File: config.mk
export PLATFORM = sky130hd
export DESIGN_NAME = regfile_write_sched
export DESIGN_NICKNAME = d
export VERILOG_FILES = /design/src/rtl/regfile_pkg.sv /design/src/rtl/md_result_fifo.sv /design/src/rtl/regfile_write_sched.sv
export SDC_FILE = /design/constraint.sdc
export NUM_CORES = 1
export LEC_CHECK = 0
export ABC_AREA = 0
export CAP_MARGIN = 10
export CORE_MARGIN = 2
export CORE_UTILIZATION = 50
export CTS_CLUSTER_DIAMETER = 30
export CTS_CLUSTER_SIZE = 20
export DETAILED_ROUTE_END_ITERATION = 6
export GPL_TIMING_DRIVEN = 0
export PLACE_DENSITY = 0.76
export SLEW_MARGIN = 20
export SYNTH_ARGS = -nofsm -noshare
export SYNTH_HDL_FRONTEND = slang
export SYNTH_HIERARCHICAL = 1
export SYNTH_SLANG_ARGS = --single-unit
export TNS_END_PERCENT = 20
File: constraint.sdc
create_clock -name clk -period 11.49 [get_ports clk]
set_clock_uncertainty 0.2 [all_clocks]
set_input_delay 2.8725 -clock clk [delete_from_list [all_inputs] [get_ports clk]]
set_output_delay 2.8725 -clock clk [all_outputs]
set_load 0.005 [all_outputs]
File: src/rtl/regfile_pkg.sv
// ============================================================================
// Module   : regfile_pkg
// Purpose  : Shared constants and types for the register-file write path.
// Revision : 1.0 - initial release
// ============================================================================
`default_nettype none

package regfile_pkg;

    localparam int DATA_W   = 32;
    localparam int ADDR_W   = 5;
    localparam int NUM_REGS = 2 ** ADDR_W;

    typedef struct packed {
        logic              we;
        logic [ADDR_W-1:0] addr;
        logic [DATA_W-1:0] data;
    } rf_wr_t;

    typedef enum logic [1:0] {
        SRC_NONE      = 2'd0,
        SRC_WB        = 2'd1,
        SRC_MD_FIFO   = 2'd2,
        SRC_MD_BYPASS = 2'd3
    } rf_src_e;

endpackage

`default_nettype wire

File: src/rtl/md_result_fifo.sv
// ============================================================================
// Module   : md_result_fifo
// Purpose  : Small strict-order buffer for multiply/divide results awaiting the
//            register-file write port.
// Revision : 1.0 - initial release
// ============================================================================
`default_nettype none

module md_result_fifo #(
    parameter  int DATA_W = 32,
    parameter  int ADDR_W = 5,
    parameter  int DEPTH  = 2,
    localparam int PTR_W  = $clog2(DEPTH),
    localparam int CNT_W  = PTR_W + 1
) (
    input  logic              clk,
    input  logic              rst_n,
    input  logic              i_push,
    input  logic [ADDR_W-1:0] i_push_addr,
    input  logic [DATA_W-1:0] i_push_data,
    input  logic              i_pop,
    output logic              o_full,
    output logic              o_empty,
    output logic [CNT_W-1:0]  o_count,
    output logic [ADDR_W-1:0] o_head_addr,
    output logic [DATA_W-1:0] o_head_data
);

    localparam logic [CNT_W-1:0] C_DEPTH = CNT_W'(DEPTH);

    logic [ADDR_W-1:0] r_addr_mem [DEPTH];
    logic [DATA_W-1:0] r_data_mem [DEPTH];
    logic [PTR_W-1:0]  r_wr_ptr;
    logic [PTR_W-1:0]  r_rd_ptr;
    logic [CNT_W-1:0]  r_count;
    logic              w_do_push;
    logic              w_do_pop;

    assign o_full      = (r_count == C_DEPTH);
    assign o_empty     = (r_count == '0);
    assign o_count     = r_count;
    assign o_head_addr = r_addr_mem[r_rd_ptr];
    assign o_head_data = r_data_mem[r_rd_ptr];

    assign w_do_push = i_push & ~o_full;
    assign w_do_pop  = i_pop & ~o_empty;

    // Storage needs no reset: entries are only read once the count covers them.
    always_ff @(posedge clk) begin
        if (w_do_push) begin
            r_addr_mem[r_wr_ptr] <= i_push_addr;
            r_data_mem[r_wr_ptr] <= i_push_data;
        end
    end

    always_ff @(posedge clk or negedge rst_n) begin
        if (!rst_n) begin
            r_wr_ptr <= '0;
            r_rd_ptr <= '0;
            r_count  <= '0;
        end else begin
            if (w_do_push) r_wr_ptr <= r_wr_ptr + PTR_W'(1);
            if (w_do_pop)  r_rd_ptr <= r_rd_ptr + PTR_W'(1);
            case ({w_do_push, w_do_pop})
                2'b10:   r_count <= r_count + CNT_W'(1);
                2'b01:   r_count <= r_count - CNT_W'(1);
                default: r_count <= r_count;
            endcase
        end
    end

endmodule

`default_nettype wire

File: src/rtl/regfile_write_sched.sv
// ============================================================================
// Module   : regfile_write_sched
// Purpose  : Merges WB and multiply/divide writes onto the single register-file
//            write port and stalls decode on pending MD destinations.
// Revision : 1.0 - initial release
// ============================================================================
`default_nettype none

module regfile_write_sched #(
    parameter  int DATA_W     = regfile_pkg::DATA_W,
    parameter  int ADDR_W     = regfile_pkg::ADDR_W,
    parameter  int FIFO_DEPTH = 2,
    localparam int NUM_REGS   = 2 ** ADDR_W,
    localparam int CNT_W      = $clog2(FIFO_DEPTH) + 1
) (
    input  logic                clk,
    input  logic                rst_n,
    input  logic                wb_we,
    input  logic [ADDR_W-1:0]   wb_addr,
    input  logic [DATA_W-1:0]   wb_data,
    input  logic                md_valid,
    output logic                md_ready,
    input  logic [ADDR_W-1:0]   md_addr,
    input  logic [DATA_W-1:0]   md_data,
    input  logic [ADDR_W-1:0]   dec_rs,
    input  logic [ADDR_W-1:0]   dec_rt,
    input  logic [ADDR_W-1:0]   dec_rd,
    input  logic                dec_rd_valid,
    input  logic                issue_md,
    output logic                stall,
    output logic                rf_we,
    output logic [ADDR_W-1:0]   rf_addr,
    output logic [DATA_W-1:0]   rf_data,
    output logic [NUM_REGS-1:0] busy,
    output logic [CNT_W-1:0]    fifo_count
);

    import regfile_pkg::*;

    rf_src_e             w_src;
    logic                w_wb_wr;
    logic                w_md_acc;
    logic                w_md_nz;
    logic                w_push;
    logic                w_pop;
    logic                w_md_wr;
    logic                w_fifo_full;
    logic                w_fifo_empty;
    logic [ADDR_W-1:0]   w_head_addr;
    logic [DATA_W-1:0]   w_head_data;
    logic [ADDR_W-1:0]   w_wr_addr;
    logic [DATA_W-1:0]   w_wr_data;
    logic                w_stall;
    logic [NUM_REGS-1:0] w_busy_nxt;

    logic                r_rf_we;
    logic [ADDR_W-1:0]   r_rf_addr;
    logic [DATA_W-1:0]   r_rf_data;
    logic [NUM_REGS-1:0] r_busy;

    assign w_wb_wr  = wb_we & (wb_addr != '0);
    assign md_ready = ~w_fifo_full;
    assign w_md_acc = md_valid & md_ready;
    assign w_md_nz  = (md_addr != '0);

    always_comb begin
        w_src = SRC_NONE;
        if (w_wb_wr)                 w_src = SRC_WB;
        else if (!w_fifo_empty)      w_src = SRC_MD_FIFO;
        else if (w_md_acc && w_md_nz) w_src = SRC_MD_BYPASS;
    end

    assign w_pop   = (w_src == SRC_MD_FIFO);
    assign w_md_wr = (w_src == SRC_MD_FIFO) | (w_src == SRC_MD_BYPASS);
    // Accepted non-zero results go into the buffer unless they go straight out.
    assign w_push  = w_md_acc & w_md_nz & (w_src != SRC_MD_BYPASS);

    always_comb begin
        w_wr_addr = wb_addr;
        w_wr_data = wb_data;
        unique case (w_src)
            SRC_MD_FIFO: begin
                w_wr_addr = w_head_addr;
                w_wr_data = w_head_data;
            end
            SRC_MD_BYPASS: begin
                w_wr_addr = md_addr;
                w_wr_data = md_data;
            end
            default: ;
        endcase
    end

    md_result_fifo #(
        .DATA_W (DATA_W),
        .ADDR_W (ADDR_W),
        .DEPTH  (FIFO_DEPTH)
    ) u_md_fifo (
        .clk         (clk),
        .rst_n       (rst_n),
        .i_push      (w_push),
        .i_push_addr (md_addr),
        .i_push_data (md_data),
        .i_pop       (w_pop),
        .o_full      (w_fifo_full),
        .o_empty     (w_fifo_empty),
        .o_count     (fifo_count),
        .o_head_addr (w_head_addr),
        .o_head_data (w_head_data)
    );

    always_ff @(posedge clk or negedge rst_n) begin
        if (!rst_n) begin
            r_rf_we   <= 1'b0;
            r_rf_addr <= '0;
            r_rf_data <= '0;
        end else begin
            r_rf_we <= (w_src != SRC_NONE);
            if (w_src != SRC_NONE) begin
                r_rf_addr <= w_wr_addr;
                r_rf_data <= w_wr_data;
            end
        end
    end

    assign w_stall = r_busy[dec_rs] | r_busy[dec_rt] | (dec_rd_valid & r_busy[dec_rd]);

    // Clear lands on the same edge the MD write reaches the port; a new issue wins.
    always_comb begin
        w_busy_nxt = r_busy;
        if (w_md_wr) w_busy_nxt[w_wr_addr] = 1'b0;
        if (issue_md && !w_stall && (dec_rd != '0)) w_busy_nxt[dec_rd] = 1'b1;
        w_busy_nxt[0] = 1'b0;
    end

    always_ff @(posedge clk or negedge rst_n) begin
        if (!rst_n) r_busy <= '0;
        else        r_busy <= w_busy_nxt;
    end

    assign stall   = w_stall;
    assign rf_we   = r_rf_we;
    assign rf_addr = r_rf_addr;
    assign rf_data = r_rf_data;
    assign busy    = r_busy;

endmodule

`default_nettype wire

==> impl_metrics.env <==
export IMPL_status="finished clean"
export IMPL_drive_gt1_share_pct=15.48
export IMPL_vias=6316
export IMPL_timing_hold_ws_ns=0.3260
export IMPL_ys_types=62
export IMPL_synth_area_um2=7586
export IMPL_routedWlPerCell_um=22.01
export IMPL_clock_path_buffers=2
export IMPL_worstReg2RegEnd="u_md_fifo/r_data_mem[0][25]"
export IMPL_drt_met1_wl_mm=8.903
export IMPL_r2r_start="u_md_fifo/o_count[0]"
export IMPL_h_tree_depth=4
export IMPL_synth_fp_nets=739
export IMPL_dp_hpwl_mm=16.24
export IMPL_final_common_cell="clkdlybuf4s50_1"
export IMPL_register_area_um2=4049
export IMPL_gp_congestion=0.9396
export IMPL_die_y_um=127.2
export IMPL_synthFlopType="edfxtp_1"
export IMPL_vdd_drop_max_v=0.0001563
export IMPL_power_w=0.002512
export IMPL_grt_max_degree=57
export IMPL_fp_coreArea_um2=15030
export IMPL_wirelength_mm=22.63
export IMPL_cts_sinks=147
export IMPL_syn_to_final_growth_pct=33.76
export IMPL_cts_resized=0
export IMPL_crit_buf_inv=4
export IMPL_r2r_slack_ns=8.18
export IMPL_drc=0
export IMPL_pwr_density_cell_nw_per_um2=247.6
export IMPL_place_area_um2=9524
export IMPL_slew_headroom_pct=35.82
export IMPL_first_pass_iters=5
export IMPL_seq_area_frac_synth_pct=53.37
export IMPL_worstHoldStart="u_md_fifo/o_count[1]"
export IMPL_drtIter0Drc=450
export IMPL_die_w_um=127.2
export IMPL_cpPeakStageDelay_ns=0.62
export IMPL_worstSetupStartpointType="input pin"
export IMPL_initial_core_util_pct=50.46
export IMPL_fillers=1086
export IMPL_die_area_um2=16170
export IMPL_rsz0062_at_grt="false"
export IMPL_synth_seq_cells=147
export IMPL_rows=45
export IMPL_met2_length_mm=11.05
export IMPL_r2r_cells=10
export IMPL_cts_tree="done"
export IMPL_synth_edf_count=74
export IMPL_maxSlewViolCount=0
export IMPL_crit_family="buffers and inverters"
export IMPL_crit_top_cell="clkdlybuf4s50_1"
export IMPL_hold_depth=1
export IMPL_crit_path_end_kind="output pin"
export IMPL_ioPinCount=169
export IMPL_crit_chain="clkdlybuf4s50_1 -> clkbuf_1 -> nand3b_1 -> o221ai_1 -> a222oi_1 -> and4_1 -> o211ai_1 -> buf_2 -> clkdlybuf4s50_1"
export IMPL_finalHoldViolations=0
export IMPL_fmax_ghz=0.1107
export IMPL_path_clk_slew_ns=0.06
export IMPL_cp_data_required_time_ns=8.42
export IMPL_tightest_slew_ns=0.9627
export IMPL_grt_pass1_vias=6304
export IMPL_cts_hold_buf=0
export IMPL_met3_length_mm=1.968
export IMPL_holdPathEnd="u_md_fifo/o_count[1]"
export IMPL_crit_fanout=10
export IMPL_grt_usage_pct=28.53
export IMPL_finalInstanceArea_um2=10150
export IMPL_period_share_pct=78.64
export IMPL_synth_area_leader_cell="edfxtp_1"
export IMPL_path_class="input pin to output pin"
export IMPL_port_buffers=162
export IMPL_clk_latency_ns=0.42
export IMPL_min_period_ns=9.036
export IMPL_highest_signal_layer="met4"
export IMPL_drv_cap=0
export IMPL_async_flop_share_pct=49.66
export IMPL_post_cts_buffers=0
export IMPL_vias_per_cell=6.144
export IMPL_arrival_ns=5.96
export IMPL_final_nets=923
export IMPL_netlist_top_cells_area="edfxtp_1 (29%), dfrtp_1 (24%), mux2i_1 (4.9%)"
export IMPL_grt_antenna_before_repair=0
export IMPL_synth_top_area_share_pct=29.29
export IMPL_setup_tns_ns=0
export IMPL_p_leak_nw=3.866
export IMPL_layout_common_cells="clkdlybuf4s50_1 (161), edfxtp_1 (74), nor2_1 (73), dfrtp_1 (73), nand2_1 (43)"
export IMPL_multi_input_area_um2=3266
export IMPL_cts_made_buffers=17
export IMPL_setup_viol=0
export IMPL_num_antenna_cells=0
export IMPL_grt_overflow_total=0
export IMPL_avgSynthCellArea_um2=11.80
export IMPL_yosys_warnings=6
export IMPL_ant_nets=0
export IMPL_grt_pass1_wl_mm=35.20
export IMPL_synth_cells=643
export IMPL_critPathSlowestCell="clkdlybuf4s50_1"
export IMPL_root_buffer="clkbuf_16"
export IMPL_hp_class="register to register"
-- stage by stage --
step | util [%] | worst slack [ns] | std cells
6_report | 67.50 | 2.454 | 1028
5_1_grt | 67.50 | 2.325 | 1028
4_1_cts | 67.50 | 2.532 | 1028
3_5_place_dp | 63.35 | 2.540 | 996
3_3_place_gp | 62.81 | 2.595 | 993
2_1_floorplan | - | 3.976 | 643
-- worst reg2reg max path, stage by stage (launching register included) --
cell      delay, ns
dfrtp_1        0.43
nand2b_1       0.19
inv_1          0.08
nor2b_1        0.36
o21ai_4        0.17
buf_2          0.23
buf_2          0.24
nor2_1         0.17
nand2_1        0.15
nor2_4         0.52
buf_16         0.26
-- cell usage after synthesis, types with 3 or more instances --
cell type,number
edfxtp_1,74
nor2_1,74
dfrtp_1,73
nand2_1,43
a21oi_1,37
mux2i_1,37
o22ai_1,35
mux2_2,20
mux2_4,20
clkbuf_1,19
o41ai_1,19
o21ai_1,18
mux4_2,14
buf_2,13
o21ai_0,11
inv_1,9
nand4_1,8
o2bb2ai_1,7
nand2b_1,6
nor3_1,6
and3_1,5
and3b_1,5
buf_1,5
buf_6,5
a31o_2,4
and2_1,4
buf_4,4
nand3b_1,4
nor2b_1,4
nor3b_1,4
o31ai_1,4
a31oi_1,3
nand3_1,3
nor3_2,3
o211ai_1,3
or3b_2,3
xnor2_1,3
-- state kept, by name, summed over array words and instances, names as in the netlist --
name and flops:
rf_data 32, u_md_fifo/r_wr_ptr 1, u_md_fifo/o_count 2, busy 31, rf_we 1, u_md_fifo/r_addr_mem 10, rf_addr 5, u_md_fifo/r_rd_ptr 1
u_md_fifo/r_data_mem 64
-- cell families after synthesis --
kind of cell	synth area share (%)
multiplexers	15.97
adder cells (fa/ha/maj)	0.1649
XOR/XNOR	0.5774
AND/OR/NAND/NOR	11.83
other	0.04943
AO/OA/AOI/OAI	14.35
flip-flops	53.37
buffers and inverters	3.694
-- area by class of cell --
type                       count  area share, %
tap                          188          2.318
buffer                        46          2.380
timing repair buffer         165          16.70
inverter                      10         0.3822
clock buffer                  24          4.649
sequential                   147          39.90
clock inverter                 8          1.492
multi-input combinational    440          32.18
-- metal layers --
metal | global-route usage [%] | vias up
met4 | 11.83 | 0
li1 | - | 2816
met2 | 45.64 | 347
met1 | 36.68 | 3094
met5 | 0 | -
met3 | 8.417 | 59
-- report_power, final --
part           total, W  internal (W)  switching, W
clock network  0.000585      0.000376      0.000209
registers      0.000897      0.000734      0.000164
logic           0.00103      0.000533      0.000497
-- worst max path at each step --
| stage | start | endpoint | slack, ns | cells past startpoint |
|---|---|---|---|---|
| floorplan | dec_rs[0] | stall | 3.98 | 6 |
| global placement | dec_rd[0] | stall | 2.60 | 9 |
| finish | dec_rd[0] | stall | 2.45 | 9 |
| global route | dec_rd[0] | stall | 2.33 | 9 |
| detailed placement | dec_rd[0] | stall | 2.54 | 9 |
| CTS | dec_rd[0] | stall | 2.53 | 9 |
(Power assumes the default switching activity.)
